--- src/rtl/spi_ram_pkg.sv ---
// Shared definitions for the SPI burst RAM: opcodes, FSM states and the
// wrapping pointer increment used by both the write and read pointers.
package spi_ram_pkg;

    localparam logic [1:0] OP_WR_ADDR = 2'b00;
    localparam logic [1:0] OP_WR_DATA = 2'b01;
    localparam logic [1:0] OP_RD_ADDR = 2'b10;
    localparam logic [1:0] OP_RD_DATA = 2'b11;

    typedef enum logic [2:0] {
        ST_IDLE,
        ST_CMD,
        ST_WR_ADDR,
        ST_WR_DATA,
        ST_RD_ADDR,
        ST_RD_TURN,
        ST_RD_DATA,
        ST_DONE
    } state_t;

    // Wraps at depth-1 so non-power-of-two memories stay in range.
    function automatic int unsigned ptr_inc(input int unsigned ptr, input int unsigned depth);
        return (ptr >= depth - 1) ? 0 : ptr + 1;
    endfunction

endpackage

--- src/rtl/spi_ram_mem.sv ---
// Single-port synchronous RAM: a write or a registered read on each edge.
// Contents are deliberately not reset.
module spi_ram_mem #(
    parameter int DATA_WIDTH = 8,
    parameter int ADDR_WIDTH = 8,
    parameter int DEPTH      = 2 ** ADDR_WIDTH
) (
    input  logic                  clk,
    input  logic                  we,
    input  logic [ADDR_WIDTH-1:0] addr,
    input  logic [DATA_WIDTH-1:0] din,
    output logic [DATA_WIDTH-1:0] dout
);

    logic [DATA_WIDTH-1:0] r_mem [DEPTH];

    always_ff @(posedge clk) begin
        if (we) begin
            r_mem[addr] <= din;
        end else begin
            dout <= r_mem[addr];
        end
    end

endmodule

--- src/rtl/spi_ram_burst.sv ---
// SPI slave with an embedded RAM: address loads, burst writes and streaming
// reads inside one SS_n frame, clocked directly by the SPI serial clock.
module spi_ram_burst
    import spi_ram_pkg::*;
#(
    parameter int DATA_WIDTH = 8,
    parameter int ADDR_WIDTH = 8,
    parameter int DEPTH      = 2 ** ADDR_WIDTH,
    parameter bit AUTO_INC   = 1'b1
) (
    input  logic                  clk,
    input  logic                  rst_n,
    input  logic                  SS_n,
    input  logic                  MOSI,
    output logic                  MISO,
    output logic                  busy,
    output logic [ADDR_WIDTH-1:0] wr_ptr_o,
    output logic [ADDR_WIDTH-1:0] rd_ptr_o
);

    localparam int SHIFT_W = (DATA_WIDTH > ADDR_WIDTH) ? DATA_WIDTH : ADDR_WIDTH;
    localparam int CNT_W   = $clog2(SHIFT_W);

    state_t                r_state;
    logic                  r_op_hi;
    logic [SHIFT_W-2:0]    r_shift;
    logic [CNT_W-1:0]      r_cnt;
    logic [DATA_WIDTH-1:0] r_tx;
    logic [ADDR_WIDTH-1:0] r_wr_ptr;
    logic [ADDR_WIDTH-1:0] r_rd_ptr;
    logic                  r_miso;
    logic                  r_busy;

    logic [SHIFT_W-1:0]    w_shift_nx;
    logic [ADDR_WIDTH-1:0] w_addr_mod;
    logic [ADDR_WIDTH-1:0] w_wr_inc;
    logic [ADDR_WIDTH-1:0] w_rd_inc;
    logic [ADDR_WIDTH-1:0] w_rd_inc2;
    logic [ADDR_WIDTH-1:0] w_mem_addr;
    logic                  w_addr_last;
    logic                  w_data_last;
    logic                  w_mem_we;
    logic [DATA_WIDTH-1:0] w_mem_dout;

    function automatic logic [ADDR_WIDTH-1:0] inc(input logic [ADDR_WIDTH-1:0] p);
        return ADDR_WIDTH'(ptr_inc(32'(p), DEPTH));
    endfunction

    assign w_shift_nx  = {r_shift, MOSI};
    assign w_addr_mod  = ADDR_WIDTH'({1'b0, w_shift_nx[ADDR_WIDTH-1:0]} % (ADDR_WIDTH + 1)'(DEPTH));
    assign w_wr_inc    = inc(r_wr_ptr);
    assign w_rd_inc    = inc(r_rd_ptr);
    assign w_rd_inc2   = inc(w_rd_inc);
    assign w_addr_last = (r_cnt == CNT_W'(ADDR_WIDTH - 1));
    assign w_data_last = (r_cnt == CNT_W'(DATA_WIDTH - 1));
    assign w_mem_we    = (r_state == ST_WR_DATA) && !SS_n && w_data_last;

    // The RAM output is registered, so reads run one word ahead: the CMD edge
    // fetches mem[rd_ptr] for RD_TURN, and in RD_DATA the port already holds the
    // next word when the LSB edge reloads the tx register.
    always_comb begin
        w_mem_addr = r_rd_ptr;
        if (r_state == ST_WR_DATA) begin
            w_mem_addr = r_wr_ptr;
        end else if (r_state == ST_RD_TURN) begin
            w_mem_addr = w_rd_inc;
        end else if (r_state == ST_RD_DATA) begin
            w_mem_addr = w_data_last ? w_rd_inc2 : w_rd_inc;
        end
    end

    spi_ram_mem #(
        .DATA_WIDTH (DATA_WIDTH),
        .ADDR_WIDTH (ADDR_WIDTH),
        .DEPTH      (DEPTH)
    ) u_mem (
        .clk  (clk),
        .we   (w_mem_we),
        .addr (w_mem_addr),
        .din  (w_shift_nx[DATA_WIDTH-1:0]),
        .dout (w_mem_dout)
    );

    always_ff @(posedge clk or negedge rst_n) begin
        if (!rst_n) begin
            r_state  <= ST_IDLE;
            r_op_hi  <= 1'b0;
            r_shift  <= '0;
            r_cnt    <= '0;
            r_tx     <= '0;
            r_wr_ptr <= '0;
            r_rd_ptr <= '0;
            r_miso   <= 1'b0;
            r_busy   <= 1'b0;
        end else if (SS_n) begin
            // Deselect drops any partial field; pointers only move on complete fields.
            r_state <= ST_IDLE;
            r_busy  <= 1'b0;
            r_miso  <= 1'b0;
            r_cnt   <= '0;
        end else begin
            r_miso <= 1'b0;
            case (r_state)
                ST_IDLE: begin
                    r_op_hi <= MOSI;
                    r_cnt   <= '0;
                    r_busy  <= 1'b1;
                    r_state <= ST_CMD;
                end
                ST_CMD: begin
                    r_cnt <= '0;
                    case ({r_op_hi, MOSI})
                        OP_WR_ADDR: r_state <= ST_WR_ADDR;
                        OP_WR_DATA: r_state <= ST_WR_DATA;
                        OP_RD_ADDR: r_state <= ST_RD_ADDR;
                        default:    r_state <= ST_RD_TURN;
                    endcase
                end
                ST_WR_ADDR, ST_RD_ADDR: begin
                    r_shift <= w_shift_nx[SHIFT_W-2:0];
                    r_cnt   <= r_cnt + 1'b1;
                    if (w_addr_last) begin
                        if (r_state == ST_WR_ADDR) begin
                            r_wr_ptr <= w_addr_mod;
                        end else begin
                            r_rd_ptr <= w_addr_mod;
                        end
                        r_state <= ST_DONE;
                    end
                end
                ST_WR_DATA: begin
                    r_shift <= w_shift_nx[SHIFT_W-2:0];
                    if (w_data_last) begin
                        r_cnt <= '0;
                        if (AUTO_INC) begin
                            r_wr_ptr <= w_wr_inc;
                        end else begin
                            r_state <= ST_DONE;
                        end
                    end else begin
                        r_cnt <= r_cnt + 1'b1;
                    end
                end
                ST_RD_TURN: begin
                    r_tx    <= w_mem_dout;
                    r_cnt   <= '0;
                    r_state <= ST_RD_DATA;
                end
                ST_RD_DATA: begin
                    r_miso <= r_tx[DATA_WIDTH-1];
                    if (w_data_last) begin
                        r_cnt <= '0;
                        if (AUTO_INC) begin
                            r_rd_ptr <= w_rd_inc;
                            r_tx     <= w_mem_dout;
                        end else begin
                            r_state <= ST_DONE;
                        end
                    end else begin
                        r_cnt <= r_cnt + 1'b1;
                        r_tx  <= {r_tx[DATA_WIDTH-2:0], 1'b0};
                    end
                end
                default: begin
                    r_state <= ST_DONE;
                end
            endcase
        end
    end

    assign MISO     = r_miso;
    assign busy     = r_busy;
    assign wr_ptr_o = r_wr_ptr;
    assign rd_ptr_o = r_rd_ptr;

endmodule
--- config.mk ---
export PLATFORM = sky130hd
export DESIGN_NAME = spi_ram_burst
export DESIGN_NICKNAME = d
export VERILOG_FILES = /design/src/rtl/spi_ram_pkg.sv /design/src/rtl/spi_ram_mem.sv /design/src/rtl/spi_ram_burst.sv
export SDC_FILE = /design/constraint.sdc
export NUM_CORES = 2
export LEC_CHECK = 0
export ABC_AREA = 1
export CAP_MARGIN = 25
export CORE_AREA = 2 2 511 513
export DETAILED_ROUTE_END_ITERATION = 10
export DIE_AREA = 0 0 513 515
export PLACE_DENSITY = 0.59
export SLEW_MARGIN = 20
export SYNTH_ARGS = -nofsm -noshare
export SYNTH_HDL_FRONTEND = slang
export SYNTH_SLANG_ARGS = --single-unit
--- constraint.sdc ---
create_clock -name clk -period 7.2 [get_ports clk]
set_input_delay 2.16 -clock clk [delete_from_list [all_inputs] [get_ports clk]]
set_output_delay 2.16 -clock clk [all_outputs]
set_load 0.05 [all_outputs]
# After elaboration in Yosys (flattened, before gate mapping)
# Memory sizes are Yosys's and may differ from the RTL's. A register that Yosys moved wholly into a read port is not among the register bits.
# Cells that the tools add are included.
[word_totals]
in_bits = 4
mem_count = 1
word_cells = 85
ff_bits = 40
ram_bits = 2048
[classes]
bitwise = 1
magnitude_cmp = 3
add_sub_neg = 4
n_eq_ne = 16
n_mux = 30
reduce_logical = 21
[mem_list]
columns = ["memory", "words", "word_bits", "rd", "rd_clocked_by_memory_dff", "write_ports", "line", "rtl"]
rows = [
  ["u_mem.r_mem", 256, 8, 1, 1, 1, "spi_ram_mem.sv:15", "logic [DATA_WIDTH-1:0] r_mem [DEPTH];"],
]
[op_table]
columns = ["operator", "n"]
rows = [
  ["8-bit two-way mux", 14],
  ["8-bit one-hot mux with 2 select lines", 3],
  ["8-bit by 1-bit adder with 8-bit output, second input constant", 3],
  ["8-bit >= comparator, second input constant", 3],
  ["3-bit one-hot mux with 3 select lines", 2],
  ["3-bit one-hot mux with 5 select lines", 1],
  ["3-bit equality test, second input constant", 4],
  ["3-bit two-way mux", 4],
  ["2-bit inequality test, second input constant", 5],
  ["5-bit AND reduction", 2],
  ["2-bit AND reduction", 4],
  ["2-bit nonzero test", 4],
  ["3-bit by 2-bit equality test with 1-bit output, second input constant", 2],
  ["1-bit two-way mux", 6],
  ["3-bit OR reduction", 2],
  ["4-bit nonzero test", 1],
  ["2-bit OR reduction", 2],
  ["3-bit by 1-bit adder with 3-bit output, second input constant", 1],
  ["3-bit by 1-bit equality test with 1-bit output, second input constant", 1],
  ["3-bit logical NOT", 1],
  ["3-bit inequality test, second input constant", 1],
  ["2-bit by 1-bit equality test with 1-bit output, second input constant", 1],
  ["2-bit equality test, second input constant", 1],
  ["1-bit logical AND", 2],
  ["other kinds (4)", 5],
]

# Logic depth before layout (Yosys ltp)
[depth]
word_depth = 8
ltp_mapped = 28

# By module
# Synthesis repeated with hierarchy kept, for this count alone.
[hier_totals]
cells_unflattened = 8395
hier_area_um2 = 87575.2
[by_module_without_submodules]
columns = ["mod", "instances", "cells_each", "area_each_um2", "seq_area_each_um2"]
rows = [
  ["spi_ram_mem", 1, 8022, 84956.5, 61739.2],
  ["spi_ram_burst", 1, 373, 2618.8, 1001.0],
]

# Worst setup path after synthesis
# Ideal clock, no wire load.
[synth_path]
kind = "input to register"
from = "input SS_n"
to = "memory u_mem.r_mem[102][0] (enable)"
path_stages = 7
setup_ns = 0.370
required_time_ns = 6.830
path_slack_ns = 2.717
arrival_time_ns = 4.113
path_cell_list = "clkbuf_1 > nor3_1 > nand2_1 > nor3_1 > nand2_1 > clkbuf_1 > nor2_1"
[synth_via]
elab_chain_cells = 5
[synth_lines]
columns = ["item", "line", "rtl"]
rows = [
  ["start, declared", "spi_ram_burst.sv:13", "input logic SS_n,"],
  ["1-bit logical NOT", "spi_ram_burst.sv:56", "assign w_mem_we = (r_state == ST_WR_DATA) && !SS_n && w_data_last;"],
  ["1-bit logical AND (2 in series)", "spi_ram_burst.sv:56", ""],
  ["1-bit two-way mux", "spi_ram_mem.sv:18", "if (we) begin"],
  ["1-bit two-way mux (not written as such)", "spi_ram_mem.sv:19", "r_mem[addr] <= din;"],
  ["end, declared", "spi_ram_mem.sv:15", ""],
]
# Every way passes these cells.

# Worst setup path in the final report
[layout_path]
from = "register r_state[1]"
to = "register u_mem.dout[2] (read register of u_mem.r_mem), data pin"
[layout_via]
elab_chain_cells = 4
word_cells_on_any_way = 9
classes_between = "3 x eq/ne; 3 x mux; 3 x reduce/logical"
[layout_lines]
columns = ["item", "line", "rtl"]
rows = [
  ["start, declared", "spi_ram_burst.sv:24", "state_t r_state;"],
  ["start signal, assigned", "spi_ram_burst.sv:86", "r_state <= ST_IDLE;"],
  ["start signal, assigned", "spi_ram_burst.sv:97", "r_state <= ST_IDLE;"],
  ["start signal, assigned", "spi_ram_burst.sv:108", "r_state <= ST_CMD;"],
  ["3-bit equality test or 3-bit by 2-bit equality test with 1-bit output (tied branches)", "spi_ram_burst.sv:67, spi_ram_burst.sv:56, spi_ram_burst.sv:63", ""],
  ["8-bit two-way mux or 1-bit logical AND (tied branches)", "spi_ram_burst.sv:67, spi_ram_burst.sv:56", ""],
  ["8-bit two-way mux or 1-bit logical AND (tied branches)", "spi_ram_burst.sv:65, spi_ram_burst.sv:56", ""],
  ["8-bit two-way mux or 1-bit logical NOT (tied branches)", "-", ""],
  ["end, declared", "spi_ram_mem.sv:12", "output logic [DATA_WIDTH-1:0] dout"],
]
# Parallel ways exist; a longest one is shown, timed or not.
# A chain may end at the register's enable or synchronous reset.

==> impl_summary.log <==
[metrics] outcome: complete, no violations
[metrics] Peak Freq: 176 MHz
[metrics] die outline area: 264,000 um2
[metrics] placer congestion estimate: 0.872
[metrics] Final Hold Vio Count: 0
[metrics] final antenna-violating net count: 0
[metrics] post-synth top area cell: sky130_fd_sc_hd__edfxtp_1
[metrics] dpl hpwl: 146 mm
[metrics] total core area: 259,000 um2
[metrics] classification of the worst setup path: flop to flop
[metrics] Row Count: 187
[metrics] sequential share of power: 43.7%
[metrics] post-synthesis instance total: 9,149
[metrics] Design Area, Final: 100,000 um2
[metrics] worst-case setup slack after placement: 1070 ps
[metrics] post-DR wirelength/cell: 20.5 um
[metrics] num ports: 22
[metrics] die outline height: 515 um
[metrics] Arr. time, crit path: 6450 ps
[metrics] All-Layer GR Usage: 19.2%
[metrics] Initial Util: 34.9%
[metrics] clock tree from TritonCTS: yes
[metrics] Pwr Density: 349 nW/um2
[metrics] Syn Nets: 9,158
[metrics] DR iter-0 viols: 6,805
[metrics] sink of the worst hold path: busy
[metrics] Final Critical Period: 5690 ps
[metrics] Resized Gates After CTS: 0
[metrics] aggregate negative setup slack: 0 ps
[metrics] worst hold-check path type: flop to flop
[metrics] Final Worst Setup Slack: 1510 ps
[metrics] reported net switching power: 0.0123 W
[metrics] level count of the clock H-tree: 4
[metrics] post-detailed-route DRC marker count: 0
[metrics] number of buffers between clock root and the deepest sink: 3
[metrics] Cell Int Power: 0.0228 W
[metrics] share of total power in combinational logic: 25.9%
[metrics] worst hold-check slack: 506 ps
[metrics] start point of the worst hold path: busy
[metrics] clk sink count: 2,096
[metrics] sequential fraction of the synthesis area: 69.5%
[metrics] number of antenna violations at the first check in global routing: 6
[metrics] Final Max Slew Viols: 0
[metrics] horizontal die dimension: 513 um
[metrics] Crit Reg-Reg Startpoint: r_state[1]
[metrics] number of synthesized register bits: 2,096
[metrics] Post-Place Cell Area: 93,800 um2
[metrics] switching share of power: 35.0%
[metrics] number of CTS-inserted buffers: 213
[metrics] crit path max fanout: 152
[metrics] final clock skew: 49.9 ps
[metrics] first-pass GRT wire length: 386 mm
[metrics] insertion delay of the later-clocked pin in the worst-skew pair: 880 ps
[metrics] kind of launch point of the worst setup path: flop
[metrics] leading post-synthesis cells by cell area: sky130_fd_sc_hd__edfxtp_1, sky130_fd_sc_hd__nand2_1, sky130_fd_sc_hd__nor2_1
[metrics] final WL: 259 mm
[metrics] Syn. warnings: 0
[metrics] via count of the first global-routing pass: 61,000
[metrics] overflow left after global routing: 0
[metrics] clock input transition at the sequential cells of the worst setup and hold paths: 70 ps
[metrics] max_slew headroom: 27.4%
[metrics] LEAKAGE: 41.0 nW
[metrics] power after layout: 0.0351 W
[metrics] worst reg2reg path depth: 20
[metrics] count of max-cap constraint violations: 0
[metrics] count of different cell masters after synthesis: 34
[metrics] Reg-to-Reg End: u_mem.dout[2]
[metrics] count of TritonRoute iterations in the first routing pass: 9
[metrics] Tcrit/Tclk final: 79.1%
[metrics] pin count of the biggest net entering global routing: 156
[metrics] final setup fails: 0
[metrics] hold-fix buffer count after cts: 0
[metrics] endpoint required time on the critical path: 7950 ps
[metrics] clock share of power: 30.4%
[metrics] routed vias: 62,600
[metrics] RSZ-0062 raised after global routing: no
[metrics] share of final-layout standard cells stronger than drive strength 1: 4.99%
[metrics] proportion of netlist area held by the largest area contributor: 68.4%
[metrics] slew at the pin with the worst max-slew slack: 1080 ps
[metrics] number of stages on the worst hold path: 2
[metrics] filler cell count: 24,900
[metrics] largest voltage drop on the vdd net: 313 uV
[metrics] port bufs: 21
[metrics] number of nets at the end of the flow: 9,033
[metrics] flop-to-flop setup slack: 1510 ps
[metrics] Synth-to-Final Area Change: 11.3%
[metrics] Avg Cell Area, Syn: 9.87 um2
[metrics] library cell used as clock root buffer: sky130_fd_sc_hd__clkbuf_16
[metrics] number of post-CTS setup repair buffers: 0
[metrics] post-synth design cell area: 90,300 um2
[metrics] Setup crit end kind: flop
[metrics] drt via density: 4.96
[through the flow]
stage | utilization [%] | instances
2_1_floorplan | - | 9149
3_3_place_gp | 36.3 | 12200
3_5_place_dp | 36.3 | 12200
4_1_cts | 38.8 | 12600
5_1_grt | 38.9 | 12600
6_report | 38.9 | 12600
[power by group through the flow]
stage          clock network [W]  registers, W  logic [W]
2_1_floorplan                  0        0.0162    0.00488
3_3_place_gp                   0        0.0156    0.00893
3_5_place_dp                   0        0.0156    0.00896
4_1_cts                   0.0108        0.0154    0.00899
5_1_grt                   0.0112        0.0154    0.00996
6_report                  0.0107        0.0153    0.00908
[worst max-delay path by stage]
| stage | start | endpoint | slack, ps | cells past startpoint |
|---|---|---|---|---|
| after global placement | SS_n | u_mem.r_mem[244][5] | 1190 | 9 |
| after CTS | r_state[1] | u_mem.dout[5] | 1580 | 22 |
| final | r_state[1] | u_mem.dout[2] | 1510 | 20 |
| after detailed placement | SS_n | u_mem.r_mem[244][6] | 1070 | 9 |
| after global routing | r_state[1] | u_mem.dout[1] | 1080 | 22 |
| after floorplan | SS_n | u_mem.r_mem[102][0] | 2720 | 7 |
[per-layer routing]
metal | share of wire [%] | vias up | track usage [%] | wire length, um
li1 | - | 29300 | - | -
met1 | 43 | 30300 | 26.4 | 111000
met2 | 46 | 2510 | 31.1 | 119000
met3 | 8.2 | 406 | 3.24 | 21100
met4 | 2.9 | 2 | 5.98 | 7580
met5 | 0.0050 | - | 0 | 13
[flip-flops by register name (all words and copies together) (netlist names)]
signal       flops
u_mem.r_mem   2048
r_tx             8
rd_ptr_o         8
u_mem.dout       8
wr_ptr_o         8
r_shift          7
r_cnt            3
r_state          3
MISO             1
busy             1
r_op_hi          1
[synth_stat cells]
| library cell | number |
|---|---|
| sky130_fd_sc_hd__nand4_1 | 4 |
| sky130_fd_sc_hd__nor2_2 | 4 |
| sky130_fd_sc_hd__nor2_1 | 391 |
| sky130_fd_sc_hd__xnor2_1 | 3 |
| sky130_fd_sc_hd__inv_1 | 63 |
| sky130_fd_sc_hd__clkinv_1 | 2 |
| sky130_fd_sc_hd__nand2_2 | 3 |
| sky130_fd_sc_hd__a31oi_2 | 1 |
| sky130_fd_sc_hd__nand3_2 | 1 |
| sky130_fd_sc_hd__o211ai_1 | 6 |
| sky130_fd_sc_hd__o21ai_0 | 39 |
| sky130_fd_sc_hd__ha_1 | 5 |
| sky130_fd_sc_hd__o21ai_1 | 3 |
| sky130_fd_sc_hd__edfxtp_1 | 2056 |
| sky130_fd_sc_hd__o22ai_1 | 8 |
| sky130_fd_sc_hd__a221oi_1 | 3 |
| sky130_fd_sc_hd__nor3_1 | 8 |
| sky130_fd_sc_hd__buf_6 | 12 |
| sky130_fd_sc_hd__inv_2 | 8 |
| sky130_fd_sc_hd__a22oi_1 | 4 |
| sky130_fd_sc_hd__a31oi_1 | 3 |
| sky130_fd_sc_hd__nand2_4 | 1 |
| sky130_fd_sc_hd__clkbuf_1 | 161 |
| sky130_fd_sc_hd__nand2_1 | 5839 |
| sky130_fd_sc_hd__nor3_2 | 3 |
| sky130_fd_sc_hd__a21boi_0 | 1 |
| sky130_fd_sc_hd__xor2_1 | 3 |
| sky130_fd_sc_hd__nand3_1 | 123 |
| sky130_fd_sc_hd__buf_2 | 229 |
| sky130_fd_sc_hd__a2111oi_0 | 1 |
| sky130_fd_sc_hd__buf_4 | 48 |
| sky130_fd_sc_hd__buf_1 | 29 |
| sky130_fd_sc_hd__dfrtp_1 | 40 |
| sky130_fd_sc_hd__a21oi_1 | 44 |
[cells in the final DEF (no fill, tap or decap), types with 6 or more instances in the layout]
master | synthesis | layout
sky130_fd_sc_hd__nand2_1 | 5839 | 5827
sky130_fd_sc_hd__clkdlybuf4s50_1 | 0 | 19
sky130_fd_sc_hd__clkinv_1 | 2 | 62
sky130_fd_sc_hd__dfrtp_4 | 0 | 7
sky130_fd_sc_hd__nor2_1 | 391 | 385
sky130_fd_sc_hd__nand3_1 | 123 | 123
sky130_fd_sc_hd__clkbuf_1 | 161 | 48
sky130_fd_sc_hd__inv_6 | 0 | 7
sky130_fd_sc_hd__edfxtp_1 | 2056 | 2056
sky130_fd_sc_hd__nand2_2 | 3 | 13
sky130_fd_sc_hd__o21ai_0 | 39 | 39
sky130_fd_sc_hd__inv_2 | 8 | 6
sky130_fd_sc_hd__nor3_1 | 8 | 8
sky130_fd_sc_hd__clkbuf_16 | 0 | 214
sky130_fd_sc_hd__a21oi_1 | 44 | 43
sky130_fd_sc_hd__o211ai_1 | 6 | 6
sky130_fd_sc_hd__o22ai_1 | 8 | 8
sky130_fd_sc_hd__inv_1 | 63 | 62
sky130_fd_sc_hd__dfrtp_1 | 40 | 33
sky130_fd_sc_hd__clkinv_2 | 0 | 41
sky130_fd_sc_hd__buf_4 | 48 | 86
sky130_fd_sc_hd__bufinv_16 | 0 | 13
sky130_fd_sc_hd__buf_12 | 0 | 32
[cell families (layout without fill, tap and decap cells)]
logic type / after synthesis / in the layout / synth area share, %
flops: 2096 / 2096 / 69.5
buf+inv: 552 / 610 / 2.91
other cells: 0 / 2 / 0
fa+ha+maj: 5 / 5 / 0.0693
compound gates: 113 / 113 / 0.697
simple gates: 6377 / 6377 / 26.8
xor+xnor: 6 / 6 / 0.0582
[cell type report]
cell class / instances / area [um2] / share of cell area (%)
Antenna cell: 2 / 5.00 / 0.00498
Clock buffer: 262 / 5540 / 5.51
Clock inverter: 136 / 1110 / 1.10
Inverter: 73 / 292 / 0.290
Multi-Input combinational cell: 6501 / 25000 / 24.9
Sequential cell: 2096 / 62800 / 62.5
Tap cell: 3402 / 4260 / 4.24
Timing Repair Buffer: 139 / 1500 / 1.50
[critical path: stages (launching register included)]
cell and delay (ps):
sky130_fd_sc_hd__dfrtp_1 600, sky130_fd_sc_hd__nand2_1 170, sky130_fd_sc_hd__nor2_1 650, sky130_fd_sc_hd__inv_2 380
sky130_fd_sc_hd__o21ai_1 200, sky130_fd_sc_hd__a21oi_1 110, sky130_fd_sc_hd__a21boi_4 800, sky130_fd_sc_hd__buf_12 350
sky130_fd_sc_hd__buf_12 460, sky130_fd_sc_hd__nand2_1 130, sky130_fd_sc_hd__nand2_1 100, sky130_fd_sc_hd__nand2_1 50
sky130_fd_sc_hd__nand2_1 150, sky130_fd_sc_hd__nand2_1 80, sky130_fd_sc_hd__nand2_1 170, sky130_fd_sc_hd__nand2_1 60
sky130_fd_sc_hd__nand2_1 170, sky130_fd_sc_hd__nor2_1 90, sky130_fd_sc_hd__nor2_1 360, sky130_fd_sc_hd__nor2_1 90
sky130_fd_sc_hd__nand2_1 70
(Power assumes the default switching activity.)
